[src/rtl/des_block_packer.sv]
// Packs host bytes MSB-first into 64-bit blocks, queues them in a small FIFO and
// issues one-cycle data_valid_in pulses to the 3DES datapath. Optional stats: DES_PACKER_STATS_EN.
module des_block_packer #(
    parameter int FIFO_DEPTH = 4,
    parameter int ISSUE_GAP  = 0
) (
    input  logic        clk,
    input  logic        n_rst,
    input  logic [7:0]  byte_in,
    input  logic        byte_valid,
    output logic        byte_ready,
    input  logic        flush,
    input  logic        keys_ready,
    output logic [63:0] raw_data,
    output logic        data_valid_in,
    output logic [3:0]  fifo_count
`ifdef DES_PACKER_STATS_EN
    ,
    output logic [15:0] blocks_issued
`endif
);

    localparam int PTR_W = $clog2(FIFO_DEPTH);

    typedef enum logic [1:0] {
        IDLE,
        ISSUE,
        GAP
    } state_t;

    state_t             state;
    state_t             state_next;
    logic [2:0]         byte_idx;
    logic [63:0]        pack_reg;
    logic [63:0]        pack_merged;
    logic [63:0]        fifo_mem [FIFO_DEPTH];
    logic [PTR_W-1:0]   wr_ptr;
    logic [PTR_W-1:0]   rd_ptr;
    logic [3:0]         gap_cnt;
    logic               accept;
    logic               push;
    logic               pop;
    logic               gap_done;

    assign byte_ready = (fifo_count < 4'(FIFO_DEPTH));
    assign accept     = byte_valid && byte_ready;

    // NOTE: every variable written in always_comb gets a default first, so no path can infer a latch.
    always_comb begin
        pack_merged = pack_reg;
        if (accept) begin
            pack_merged[{~byte_idx, 3'b000} +: 8] = byte_in;
        end
    end

    // The flush path needs something in the block: either an index past 0 or a byte arriving now.
    assign push = byte_ready &&
                  ((accept && byte_idx == 3'd7) || (flush && (accept || byte_idx != 3'd0)));

    // The last GAP cycle may launch the next issue directly, so pulses sit exactly ISSUE_GAP idle cycles apart.
    assign gap_done = (gap_cnt == 4'(ISSUE_GAP - 1));
    assign pop      = (fifo_count != 4'd0) && keys_ready &&
                      (state == IDLE || (state == GAP && gap_done));

    always_comb begin
        state_next = state;
        case (state)
            IDLE:  if (pop) state_next = ISSUE;
            ISSUE: state_next = (ISSUE_GAP > 0) ? GAP : IDLE;
            GAP: begin
                if (pop)           state_next = ISSUE;
                else if (gap_done) state_next = IDLE;
            end
            default: state_next = IDLE;
        endcase
    end

    assign data_valid_in = (state == ISSUE);

    // NOTE: sequential state uses non-blocking assignments so every register samples pre-edge values.
    always_ff @(posedge clk) begin
        if (!n_rst) begin
            state      <= IDLE;
            byte_idx   <= 3'd0;
            pack_reg   <= 64'd0;
            wr_ptr     <= '0;
            rd_ptr     <= '0;
            fifo_count <= 4'd0;
            gap_cnt    <= 4'd0;
            raw_data   <= 64'd0;
        end else begin
            state <= state_next;

            if (push) begin
                byte_idx <= 3'd0;
                pack_reg <= 64'd0;
                wr_ptr   <= wr_ptr + 1'b1;
            end else if (accept) begin
                byte_idx <= byte_idx + 3'd1;
                pack_reg <= pack_merged;
            end

            if (pop) begin
                raw_data <= fifo_mem[rd_ptr];
                rd_ptr   <= rd_ptr + 1'b1;
            end

            case ({push, pop})
                2'b10:   fifo_count <= fifo_count + 4'd1;
                2'b01:   fifo_count <= fifo_count - 4'd1;
                default: fifo_count <= fifo_count;
            endcase

            gap_cnt <= (state == GAP) ? gap_cnt + 4'd1 : 4'd0;
        end
    end

    // NOTE: the FIFO storage is not reset; the pointers and count decide what is valid.
    always_ff @(posedge clk) begin
        if (push) begin
            fifo_mem[wr_ptr] <= pack_merged;
        end
    end

`ifdef DES_PACKER_STATS_EN
    always_ff @(posedge clk) begin
        if (!n_rst) begin
            blocks_issued <= 16'd0;
        end else if (state == ISSUE) begin
            blocks_issued <= blocks_issued + 16'd1;
        end
    end
`endif

endmodule
[config.mk]
export PLATFORM = sky130hd
export DESIGN_NAME = des_block_packer
export DESIGN_NICKNAME = d
export VERILOG_FILES = /design/src/rtl/des_block_packer.sv
export SDC_FILE = /design/constraint.sdc
export NUM_CORES = 1
export LEC_CHECK = 0
export BUFFER_PORTS_ARGS = -buffer_cell sky130_fd_sc_hd__buf_4
export CAP_MARGIN = 20
export CORE_ASPECT_RATIO = 2
export CORE_MARGIN = 2
export CORE_UTILIZATION = 60
export DETAILED_ROUTE_END_ITERATION = 6
export GPL_ROUTABILITY_DRIVEN = 0
export HOLD_SLACK_MARGIN = 0.06
export PLACE_DENSITY = 0.79
export SYNTH_ARGS = -nofsm -noshare
export SYNTH_HDL_FRONTEND = slang
export SYNTH_SLANG_ARGS = --single-unit
[constraint.sdc]
create_clock -name clk -period 4.9 [get_ports clk]
set_input_delay 0.98 -clock clk [delete_from_list [all_inputs] [get_ports clk]]
set_output_delay 0.98 -clock clk [all_outputs]
set_load 0.03 [all_outputs]
Word-level counts from Yosys, hierarchy flattened
Memory sizes are Yosys's and may differ from the RTL's. A register that Yosys moved wholly into a read port is not among the register bits.
Index checks and enable logic that the tools add are counted.

storage, ports and cells
  bits in registers = 81
  bits in latches = 0
  bits in read-only memories = 0
  RAM bits = 256
  output and inout bits = 70
  logic and storage cells = 55
  bits of input ports = 13
  memories = 1

cells by class
  $add $sub $neg = 7
  reductions and logical operators = 18
  shift operators = 2
  magnitude comparators = 1
  muxes and demuxes = 9
  div/mod/pow operators = 0
  $mul = 0
  bitwise gates (word level) = 2
  equality and inequality tests = 8

memory list
  memory    depth  bits a word  rd ports  clocked after Yosys merged registers in  write ports  line  text
  fifo_mem  4      64           1         1                                        1            36    logic [63:0] fifo_mem [FIFO_DEPTH];

operator list
  kind                                                                           count
  64-bit bitwise mux                                                             1
  64-bit 2-to-1 mux                                                              1
  8-bit by 8-bit variable shift with 64-bit output (first input constant)        1
  8-bit by 8-bit variable part select with 64-bit output                         1
  4-bit by 1-bit adder with 4-bit output (second input constant)                 2
  6-bit negation with 8-bit output                                               1
  4-bit case mux with 2 select lines                                             1
  1-bit logical AND                                                              7
  2-bit 2-to-1 mux                                                               3
  2-bit by 1-bit adder with 2-bit output (second input constant)                 2
  2-bit by 1-bit equality test with 1-bit output (second input constant)         2
  2-bit equality test (second input constant)                                    2
  4-bit equality test (second input constant)                                    1
  4-bit by 3-bit less-than comparator with 1-bit output (second input constant)  1
  2-bit case mux with 2 select lines                                             1
  2-bit AND reduction                                                            2
  4-bit nonzero test                                                             1
  4-bit by 1-bit subtractor with 4-bit output (second input constant)            1
  3-bit by 1-bit adder with 3-bit output (second input constant)                 1
  3-bit equality test (second input constant)                                    1
  1-bit logical OR                                                               3
  3-bit inequality test (second input constant)                                  1
  3-bit NOT                                                                      1
  3-bit nonzero test                                                             1
  other kinds (7)                                                                8

Logic depth before layout (Yosys ltp)
  depth in word-level cells = 8
  gate-level depth with buffers = 13
  depth with buffers taken out = 12

Least setup slack after synthesis
OpenSTA, ideal clock, no wires.

  path type = input-to-reg
  start point = in byte_valid
  end point = mem fifo_mem[0][0] (enable)
  cell stages on the path = 3
  library setup time = 0.429 ns
  setup slack = 1.504 ns
  path buffers = 0
  arrival = 2.968 ns
  data required time = 4.471 ns
  path through = nor3b_1 nor4_4 and2_1

on the way
  cells in the longest elaborated chain, start to end = 7
  elaborated cells between the ends (all ways) = 8
  classes of those cells = 2 x mux; 6 x reduce/logical

ends and longest elaborated chain
  element                                   line  text
  start: declaration                        10    input logic byte_valid,
  1-bit logical AND *                       46    assign accept = byte_valid && byte_ready;
  1-bit logical OR                          58    ((accept && byte_idx == 3'd7) || (flush && (accept || byte_idx != 3'd0)));
  1-bit logical AND                         58
  1-bit logical OR *                        58
  1-bit logical AND *                       57    assign push = byte_ready &&
  1-bit 2-to-1 mux *                        120   if (push) begin
  1-bit 2-to-1 mux (not written as such) *  121   fifo_mem[wr_ptr] <= pack_merged;
  end: declaration                          36

Every way passes the cells marked *; elsewhere a longest branch is shown, timed or not.

Worst setup path in the final report
  start point = reg byte_idx[0]
  end point = reg fifo_count[2]

on the way
  cells in the longest elaborated chain, start to end = 7
  elaborated cells between the ends (all ways) = 11
  classes of those cells = 3 x eq/ne; 1 x mux; 7 x reduce/logical

ends and longest elaborated chain
  element                                                                                line  text
  start: declaration                                                                     33    logic [2:0] byte_idx;
  start signal: assignment                                                               99    byte_idx <= byte_idx + 3'd1;
  3-bit nonzero test                                                                     58
  1-bit logical OR                                                                       58
  1-bit logical AND                                                                      58
  1-bit logical OR *                                                                     58
  1-bit logical AND *                                                                    57
  2-bit by 1-bit equality test with 1-bit output or 2-bit equality test (tied branches)  108   case ({push, pop})
  4-bit case mux with 2 select lines or 2-bit nonzero test (tied branches)               --
  end signal: assignment                                                                 109   2'b10: fifo_count <= fifo_count + 4'd1;
  end signal: assignment                                                                 110   2'b01: fifo_count <= fifo_count - 4'd1;
  end signal: assignment                                                                 111   default: fifo_count <= fifo_count;
  end: declaration                                                                       16    output logic [3:0] fifo_count

Marked as above.
A chain may end at the register's enable or synchronous reset.

==> results.yml <==
status:
  status: "completed"
cells_and_area:
  drive_gt1_share_pct: 24.5
  fillerInstances: 1722
  fin_nets: 1135
  syn2layout_area_growth_pct: 12.5
  largest_reg_flops: 256
  num_antenna_cells: 0
routing:
  final_antenna_net_count: 0
  first_pass_iters: 5
  num_vias: 8317
  via_per_inst: 5.66
  drt_wl_total_um: 29500
  wl_per_cell_um: 20.1
  drt_iter0_markers: 421
  drc: 0
cts:
  cts.sinks: 396
  hold_buffers: 0
  htree_levels: 1
  clock_path_buffers: 3
  cts_buffers: 31
  cts_tree: "built"
  postCtsSetupRepairBufs: 0
  cts.clk_slew.worst_paths_ns: 0.07
  cts_resized: 0
  cts_root_buf: "clkbuf_16"
  clock_latency_ns: 0.56
synthesis:
  synth_edf_count: 256
  syn_avg_cell_area_um2: 14.5
  ys_types: 44
  synthesis.area_um2: 15100
  ys.flop_type: "edfxtp_1"
  ys_ff_latch: 396
  synth_cells: 1039
  synthesis.nets: 1064
  yosys_warnings: 0
  synth-async-reset-ratio_pct: 0
  yosysSeqAreaShare_pct: 69.4
worst_hold_path:
  hp-class: "reg2reg"
pwr:
  power.total_w: 0.00912
  power.density_nw_per_um2: 536
  vdd_ir_drop_max_uv: 365
  power.leakage_nw: 6.05
setup_path:
  crit_required_ns: 5.39
  crit_path_end_kind: "flop"
  arrival_ns: 3.71
  cp-start-kind: "flop"
  cp_common_cell: "ha_1"
  cp_cell_sequence: "inv_1 -> ha_1 -> nor3b_1 -> nor4_4 -> inv_1 -> ha_1 -> xor2_1 -> ha_1 -> a21oi_1 -> xor2_1 -> or3_1 -> a21boi_0"
  critical_path.max_fanout: 12
  critPathKind: "reg2reg"
  crit_slowest_cell: "dfxtp_1"
  max_stage_delay_ns: 0.56
sta:
  final_hold_viol_count: 0
  relSlewSlack_pct: 34.9
  final.min_clock_period_ns: 3.22
  tns_ns: 0
  rsz0062_at_grt: "no"
  fmax_mhz: 310
  setup_viol: 0
  slew_viol_final: 0
  tightestPinTransition_ns: 0.976
  period_share_pct: 65.8
  finClkSkew_ns: 0.00751
floorplan:
  num_rows: 82
  coreArea_um2: 24900
  die_h_um: 228
  num_io_pins: 83
  die-area_um2: 26600
  initial_core_util_pct: 60.6
  die-width_um: 116
place:
  numPortBuffers: 82
  dpl.hpwl_um: 18900
global_routing:
  grt_usage_pct: 23.1
  grt_pass1_vias: 8475
  antenna_found_initial: 0
  overflow: 0
  grt_pass1_wl_um: 46100
  grt_max_degree: 76
flow_run:
  maxCapViolations: 0
-- path summary, 6_finish.rpt --
check / from / end / slack [ns] / cells past startpoint
worst max-delay path: byte_idx[0] / fifo_count[2] / 1.68 / 12
worst min-delay path: raw_data[26] / raw_data[26] / 0.45 / 2
worst max register to register: byte_idx[0] / fifo_count[2] / 1.68 / 12
worst min register to register: raw_data[26] / raw_data[26] / 0.45 / 2
-- metrics by stage --
stage	worst slack, ns	cell area [µm²]	utilization (%)	hold WS (ns)	cells
2_1_floorplan	1.50	15100	-	0.444	1039
3_3_place_gp	1.78	16000	64.2	0.446	1413
3_5_place_dp	1.73	16000	64.2	0.447	1413
4_1_cts	1.71	17000	68.2	0.456	1470
5_1_grt	1.39	17000	68.2	0.474	1470
6_report	1.68	17000	68.2	0.452	1470
-- cell type report --
cell class,instances,area (µm²),area share (%)
tap,336,420,2.47
timing repair buffer,92,741,4.35
multi-input combinational,583,4340,25.5
sequential,396,10500,61.7
clock buffer,45,930,5.47
inverter,6,22.5,0.132
clock inverter,12,65.1,0.383
-- cell usage in the layout (no fill, tap or decap), types with 2 or more instances in the layout --
cell        instances
edfxtp_1          256
nand2_1           250
dfxtp_1           138
buf_4              88
mux4_2             64
a21boi_0           57
a21oi_1            51
or2_2              40
clkbuf_16          32
mux2_2             16
nor2b_1            12
ha_1               12
and2b_1             8
a21boi_1            8
clkinv_2            8
clkbuf_8            8
nor2_1              7
or2_1               5
inv_1               5
xnor2_1             5
clkbuf_1            5
nand3_1             4
nor3b_1             4
and2_2              4
and2_1              4
mux2i_1             4
buf_12              4
or2_0               3
nand4_2             2
nand4_1             2
xor2_1              2
nand2b_1            2
o21ai_0             2
clkinvlp_4          2
-- Yosys cell counts (all sizes together), types with 2 or more instances --
library cell  count  area, µm²
nor2              7       26.3
mux4             64       1440
and2b             8       60.1
ha               12        150
nand2           251        942
nor3b             5       48.8
nand3             5       30.0
and2              8       50.1
mux2i             4       40.0
mux2             16        180
xnor2             5       43.8
a21oi            51        255
xor2              2       17.5
nand4             4       37.5
a21boi           65        488
edfxtp          256       7690
buf              35        208
o21ai             2       10.0
nand2b            3       18.8
dfxtp           140       2800
clkbuf           19       71.3
nor2b            12       75.1
inv               6       22.5
or2              48        300
-- report_power, final --
group | total [W] | internal, W | switching, W | leakage [nW]
logic | 0.00237 | 0.000969 | 0.00140 | 2.03
registers | 0.00433 | 0.00406 | 0.000272 | 3.52
clock network | 0.00242 | 0.00132 | 0.00111 | 0.495
-- critical path, delay by kind of cell (launching register included) --
family,cells,cell delay (ns)
XOR/XNOR,2,0.25
buffers and inverters,2,0.33
adder cells (fa/ha/maj),3,0.78
AO/OA/AOI/OAI,2,0.29
flip-flops,1,0.56
AND/OR/NAND/NOR,3,0.93
-- cells by family after synthesis --
| kind of cell | after synthesis | synth area share (%) |
|---|---|---|
| adders and majority gates | 12 | 0.993 |
| DFF | 396 | 69.4 |
| buffers and inverters | 60 | 1.99 |
| muxes | 84 | 11.0 |
| AOI/OAI and AO/OA | 121 | 5.13 |
| xor gates and xnor gates | 7 | 0.406 |
| and+or+nand+nor | 359 | 11.1 |
-- routing by layer --
metal  global-route usage [%]  part of all wire, %  vias to the layer above
met3                     2.49                  3.8                       63
met5                        0                    0                        -
met1                     25.8                   35                     4176
met4                     8.18                  3.3                        0
li1                         -                    -                     3890
met2                     44.0                   58                      188
Note: power is estimated with default switching activity, not from simulation.
